`config.mk`:
```
export PLATFORM = sky130hd
export DESIGN_NAME = rdata_return_arbiter
export DESIGN_NICKNAME = d
export VERILOG_FILES = /design/src/rtl/rdata_return_arbiter.sv
export SDC_FILE = /design/constraint.sdc
export NUM_CORES = 1
export LEC_CHECK = 0
export ABC_AREA = 1
export ABC_CLOCK_PERIOD_IN_PS = 2360
export CAP_MARGIN = 25
export CORE_MARGIN = 2
export CORE_UTILIZATION = 41
export CTS_CLUSTER_DIAMETER = 200
export DETAILED_ROUTE_END_ITERATION = 7
export PLACE_DENSITY_LB_ADDON = 0.05
export REMOVE_ABC_BUFFERS = 1
export SYNTH_ARGS = -nofsm -noshare
export SYNTH_HDL_FRONTEND = slang
export SYNTH_SLANG_ARGS = --single-unit
```
`constraint.sdc`:
```
create_clock -name CLK -period 2.36 [get_ports CLK]
set_input_delay 0.472 -clock CLK [delete_from_list [all_inputs] [get_ports CLK]]
set_output_delay 0.472 -clock CLK [all_outputs]
set_load 0.02 [all_outputs]
```
`src/rtl/rdata_return_arbiter.sv`:
```
// rdata_return_arbiter: registered read-data return path with priority select, wait states and timeout.
// Optional error statistics counter enabled by defining RDATA_ARB_ERR_STATS_EN.
module rdata_return_arbiter #(
  parameter int NUM_SLAVES = 4,
  parameter int DATA_WIDTH = 32,
  parameter int TIMEOUT_CYCLES = 16,
  parameter logic [31:0] ERR_VALUE = 32'hBAD0_BAD0
) (
  input  logic                           CLK,
  input  logic                           RST,
  input  logic                           ren,
  input  logic [NUM_SLAVES-1:0]          addr_valid,
  input  logic [NUM_SLAVES*DATA_WIDTH-1:0] slave_rdata,
  input  logic [NUM_SLAVES-1:0]          slave_rvalid,
  output logic [DATA_WIDTH-1:0]          rdata,
  output logic                           rvalid,
  output logic                           rerror,
  output logic                           busy
`ifdef RDATA_ARB_ERR_STATS_EN
  ,
  input  logic                           err_count_clr,
  output logic [15:0]                    err_count
`endif
);
  localparam int SW = NUM_SLAVES > 1 ? $clog2(NUM_SLAVES) : 1;
  localparam int CW = $clog2(TIMEOUT_CYCLES + 1);
  localparam logic [DATA_WIDTH-1:0] ERR_D = DATA_WIDTH'(ERR_VALUE);
  localparam logic [CW-1:0] CNT_LAST = CW'(TIMEOUT_CYCLES - 1);
  typedef enum logic [1:0] {IDLE, WAIT, RESP} state_t;
  state_t state_q, state_d;
  logic [SW-1:0] sel_q, sel_d, pick;
  logic [CW-1:0] cnt_q, cnt_d;
  logic [DATA_WIDTH-1:0] rdata_q, rdata_d, sel_data;
  logic rerror_q, rerror_d, sel_valid;
  // Fixed priority: scanning downwards leaves the lowest set index.
  always_comb begin
    pick = '0;
    for (int i = NUM_SLAVES - 1; i >= 0; i--) if (addr_valid[i]) pick = SW'(i);
  end
  assign sel_valid = slave_rvalid[sel_q];
  assign sel_data  = slave_rdata[int'(sel_q)*DATA_WIDTH +: DATA_WIDTH];
  always_comb begin
    state_d  = state_q;
    sel_d    = sel_q;
    cnt_d    = cnt_q;
    rdata_d  = rdata_q;
    rerror_d = rerror_q;
    case (state_q)
      IDLE: if (ren && |addr_valid) begin
        sel_d   = pick;
        cnt_d   = '0;
        state_d = WAIT;
      end else if (ren) begin
        rdata_d  = ERR_D;
        rerror_d = 1'b1;
        state_d  = RESP;
      end
      WAIT: if (sel_valid) begin
        rdata_d  = sel_data;
        rerror_d = 1'b0;
        state_d  = RESP;
      end else if (cnt_q == CNT_LAST) begin
        rdata_d  = ERR_D;
        rerror_d = 1'b1;
        state_d  = RESP;
      end else begin
        cnt_d = cnt_q + CW'(1);
      end
      default: state_d = IDLE;
    endcase
  end
  always_ff @(posedge CLK or posedge RST) begin
    if (RST) begin
      state_q  <= IDLE;
      sel_q    <= '0;
      cnt_q    <= '0;
      rdata_q  <= '0;
      rerror_q <= 1'b0;
    end else begin
      state_q  <= state_d;
      sel_q    <= sel_d;
      cnt_q    <= cnt_d;
      rdata_q  <= rdata_d;
      rerror_q <= rerror_d;
    end
  end
  assign rdata  = rdata_q;
  assign rvalid = state_q == RESP;
  assign rerror = rvalid & rerror_q;
  assign busy   = state_q != IDLE;
`ifdef RDATA_ARB_ERR_STATS_EN
  logic [15:0] err_count_q, err_count_d;
  assign err_count_d = err_count_clr ? 16'd0 :
                       (rerror && err_count_q != 16'hFFFF) ? err_count_q + 16'd1 : err_count_q;
  always_ff @(posedge CLK or posedge RST) begin
    if (RST) err_count_q <= 16'd0;
    else     err_count_q <= err_count_d;
  end
  assign err_count = err_count_q;
`endif
endmodule
```
==> summary.md <==
| Metric | Value |
|---|---|
| Endpoints failing setup | 0 |
| Cell count after synthesis | 443 |
| Setup slack after layout | 348 ps |
| Share of synthesized area occupied by flip-flops and latches | 36.1% |
| VDD IR-drop max | 0.551 mV |
| Synth Cell Area | 2910 sq um |
| Drt total wl | 9530 um |
| Slew @ Worst Pin | 650 ps |
| Hpwl dp | 7180 um |
| Run status | finished clean |
| DR pass1 iterations | 4 |
| Die Span X | 88.3 um |
| Layout Utilization | 69.8% |
| DIE AREA | 7790 sq um |
| Clock latency reported for the late side of the worst-skew pair | 290 ps |
| Power density over cell area | 996 nW/um^2 |
| Fraction of final layout cells with drive strength greater than 1 | 6.46% |
| TritonCTS clock tree | built |
| Final-report hold violation count | 0 |
| Avg Inst Size Synth | 6.57 sq um |
| Class of the tightest hold or removal check | in2async |
| Number of buffers inserted by hold repair at cts | 0 |
| Post-route clock period utilization | 85.2% |
| Largest cells by area after synthesis | dfrtp_1 36%, nand2_1 19%, nor2_1 8.4% |
| Power after layout | 0.00475 W |
| Antenna violations before repair | 0 |
| Crit path max fanout | 4 |
| Share of cell area taken by muxes after synthesis | 0% |
| Setup WS pre-CTS | 223 ps |
| Worst Clk Skew | 3.29 ps |
| Crit path DAT | 1540 ps |
| Crit. End Element | output port |
| Avg WL per Cell | 13.6 um |
| Critical path start-end classification | reg2out |
| Highest attainable clock frequency | 497 MHz |
| Arithmetic-cell share of the synthesized area counting full adders, half adders and majority gates | 0.860% |
| Ratio of routed vias to standard cells | 4.96 |
| Via count of the routed design | 3,475 |
| Min cycle time layout | 2010 ps |
| TritonCTS buffer count | 5 |
| Syn. warnings | 0 |
| DRC violations left | 0 |
| CTS sink cnt | 42 |
| Area of the placeable core | 6830 sq um |
| Required time of the critical path | 1890 ps |
| Count of unique library cells instantiated by Yosys | 27 |
| Area growth, synth to finish | 63.8% |
| Chip height | 88.3 um |
| Clock-pin slew of the registers on the worst-case setup and hold paths | 80 ps |
| # rows | 30 |
| Worst relative slew slack | 56.7% |
| Area share of the largest cell type after synthesis | 36.1% |
| Number of antenna diodes | 0 |
| Max-cap violations | 0 |
| Starting Density | 42.6% |
| IO Pins | 174 |
| Remaining antenna violation count after routing | 0 |
| Complex-gate fraction of the synthesized area | 16.8% |
| Global-route wire length before repair | 15,100 um |
| Clock tree root buffer cell | clkbuf_8 |
| Final estimated routing congestion in global placement | 0.842 |
| CTS max path bufs | 2 |
| Overflow after GRT | 0 |
| Vias in the first global route | 3,316 |
| Pin count of the biggest net entering global routing | 69 |
| Main combinational cell family by area after synthesis | simple AND/OR/NAND/NOR gates |
| Xor/xnor share of the synthesized area | 0% |
| Post-synthesis sequential element count | 42 |
| # nets final | 744 |
| Area share of and/or/nand/nor cells after synthesis | 36.8% |
| Static leakage power | 2.18 nW |
| Number of resized instances in the post-cts repair step | 0 |
| Kind of start point of the critical path | flip-flop |
| Buffer count from post-CTS setup fixing | 0 |
| CTS H-tree depth | 2 |
| Setup repair after global routing missed its margin | false |
| Final total negative setup slack | 0 ps |
| Number of pins with negative max-slew slack in the final report | 0 |
| First DRT Iteration DRCs | 135 |
| Count of port buffers added during placement | 173 |
| GRT Total Usage | 24.3% |
| Largest area contributor in the synthesized netlist | dfrtp_1 |
## Yosys cell counts
master    instances
dfrtp_1          42
o31ai_1           1
a21oi_1           3
nand2_1         145
inv_2             4
nor3_1            2
o211ai_1          8
clkbuf_1          7
a21oi_2           9
inv_1            27
buf_2            13
nand2_4           1
nand3_2           1
clkinv_2          1
buf_6             4
nor2_1           65
nand3_4           1
nand2_2           2
a21oi_4           1
buf_4             2
o21ai_0          42
nor2_2            2
o22ai_1          16
ha_1              2
buf_1             1
nor3b_1           1
nand3_1          40
## final timing paths
check | startpoint | to | slack (ps) | cells past startpoint
min in group CLK | rdata[19]$_DFFE_PP0P_ | rdata[19]$_DFFE_PP0P_ | 480 | 2
max in group asynchronous | RST | rdata[19]$_DFFE_PP0P_ | 1420 | 3
hold reg to reg | rdata[19]$_DFFE_PP0P_ | rdata[19]$_DFFE_PP0P_ | 480 | 2
setup reg to reg | cnt_q[0]$_DFFE_PP0P_ | rdata[28]$_DFFE_PP0P_ | 490 | 9
setup / recovery | state_q[1]$_DFFE_PP0P_ | rerror | 350 | 3
hold / removal | RST | rdata[3]$_DFFE_PP0P_ | 480 | 2
## worst max-delay path: stages, from the launching register on
cell and delay (ps):
dfrtp_1 380, inv_1 90, nor3_1 130, clkdlybuf4s50_1 640
## power breakdown
| part | leakage (nW) | total (W) | switching (W) | internal (W) |
|---|---|---|---|---|
| combinational | 1.63 | 0.00312 | 0.00188 | 0.00123 |
| sequential | 0.510 | 0.00115 | 0.000183 | 0.000966 |
| clock | 0.0472 | 0.000485 | 0.000250 | 0.000235 |
## kinds of logic (layout without fill, tap and decap cells)
group / Yosys count / count (layout)
AO/OA/AOI/OAI: 80 / 80
adder cells (fa/ha/maj): 2 / 2
buffers and inverters: 59 / 220
flip-flops: 42 / 42
AND/OR/NAND/NOR: 260 / 260
## layer usage
layer | track usage [%] | up-vias | wire, um
met5 | 0 | - | 0
met4 | 6.47 | 0 | 155
met3 | 6.06 | 12 | 769
met2 | 44.9 | 120 | 4710
met1 | 28.0 | 1600 | 3890
li1 | - | 1743 | -
## through the flow
step,hold slack [ps],instances,area (sq um)
global placement,454,692,4670
CTS,482,700,4770
floorplan,476,416,2760
finish,475,700,4770
detailed placement,463,692,4670
global route,503,700,4770
## area by class of cell
| type | count | area (sq um) |
|---|---|---|
| clock inverter | 2 | 12.5 |
| tap | 96 | 120 |
| fill | 604 | 2060 |
| sequential | 42 | 1050 |
| timing repair buffer | 180 | 1800 |
| clock buffer | 6 | 82.6 |
| multi-input combinational | 342 | 1580 |
| inverter | 32 | 121 |
## registers in the layout (all words and copies together), names as in the netlist
register  cells
rdata        32
cnt_q         5
state_q       2
sel_q         2
rerror_q      1
## layout by cell type (no fill, tap or decap), types with 2 or more instances in the layout
cell type	n
clkdlybuf4s50_1	173
nand2_1	145
nor2_1	65
o21ai_0	42
dfrtp_1	41
nand3_1	40
inv_1	26
o22ai_1	16
a21oi_2	9
o211ai_1	8
clkbuf_8	6
buf_4	6
inv_2	5
a21oi_1	3
nand2_2	2
nor2_2	2
clkinv_2	2
nor3_1	2
ha_1	2
Power figures use the tool's default switching activity.
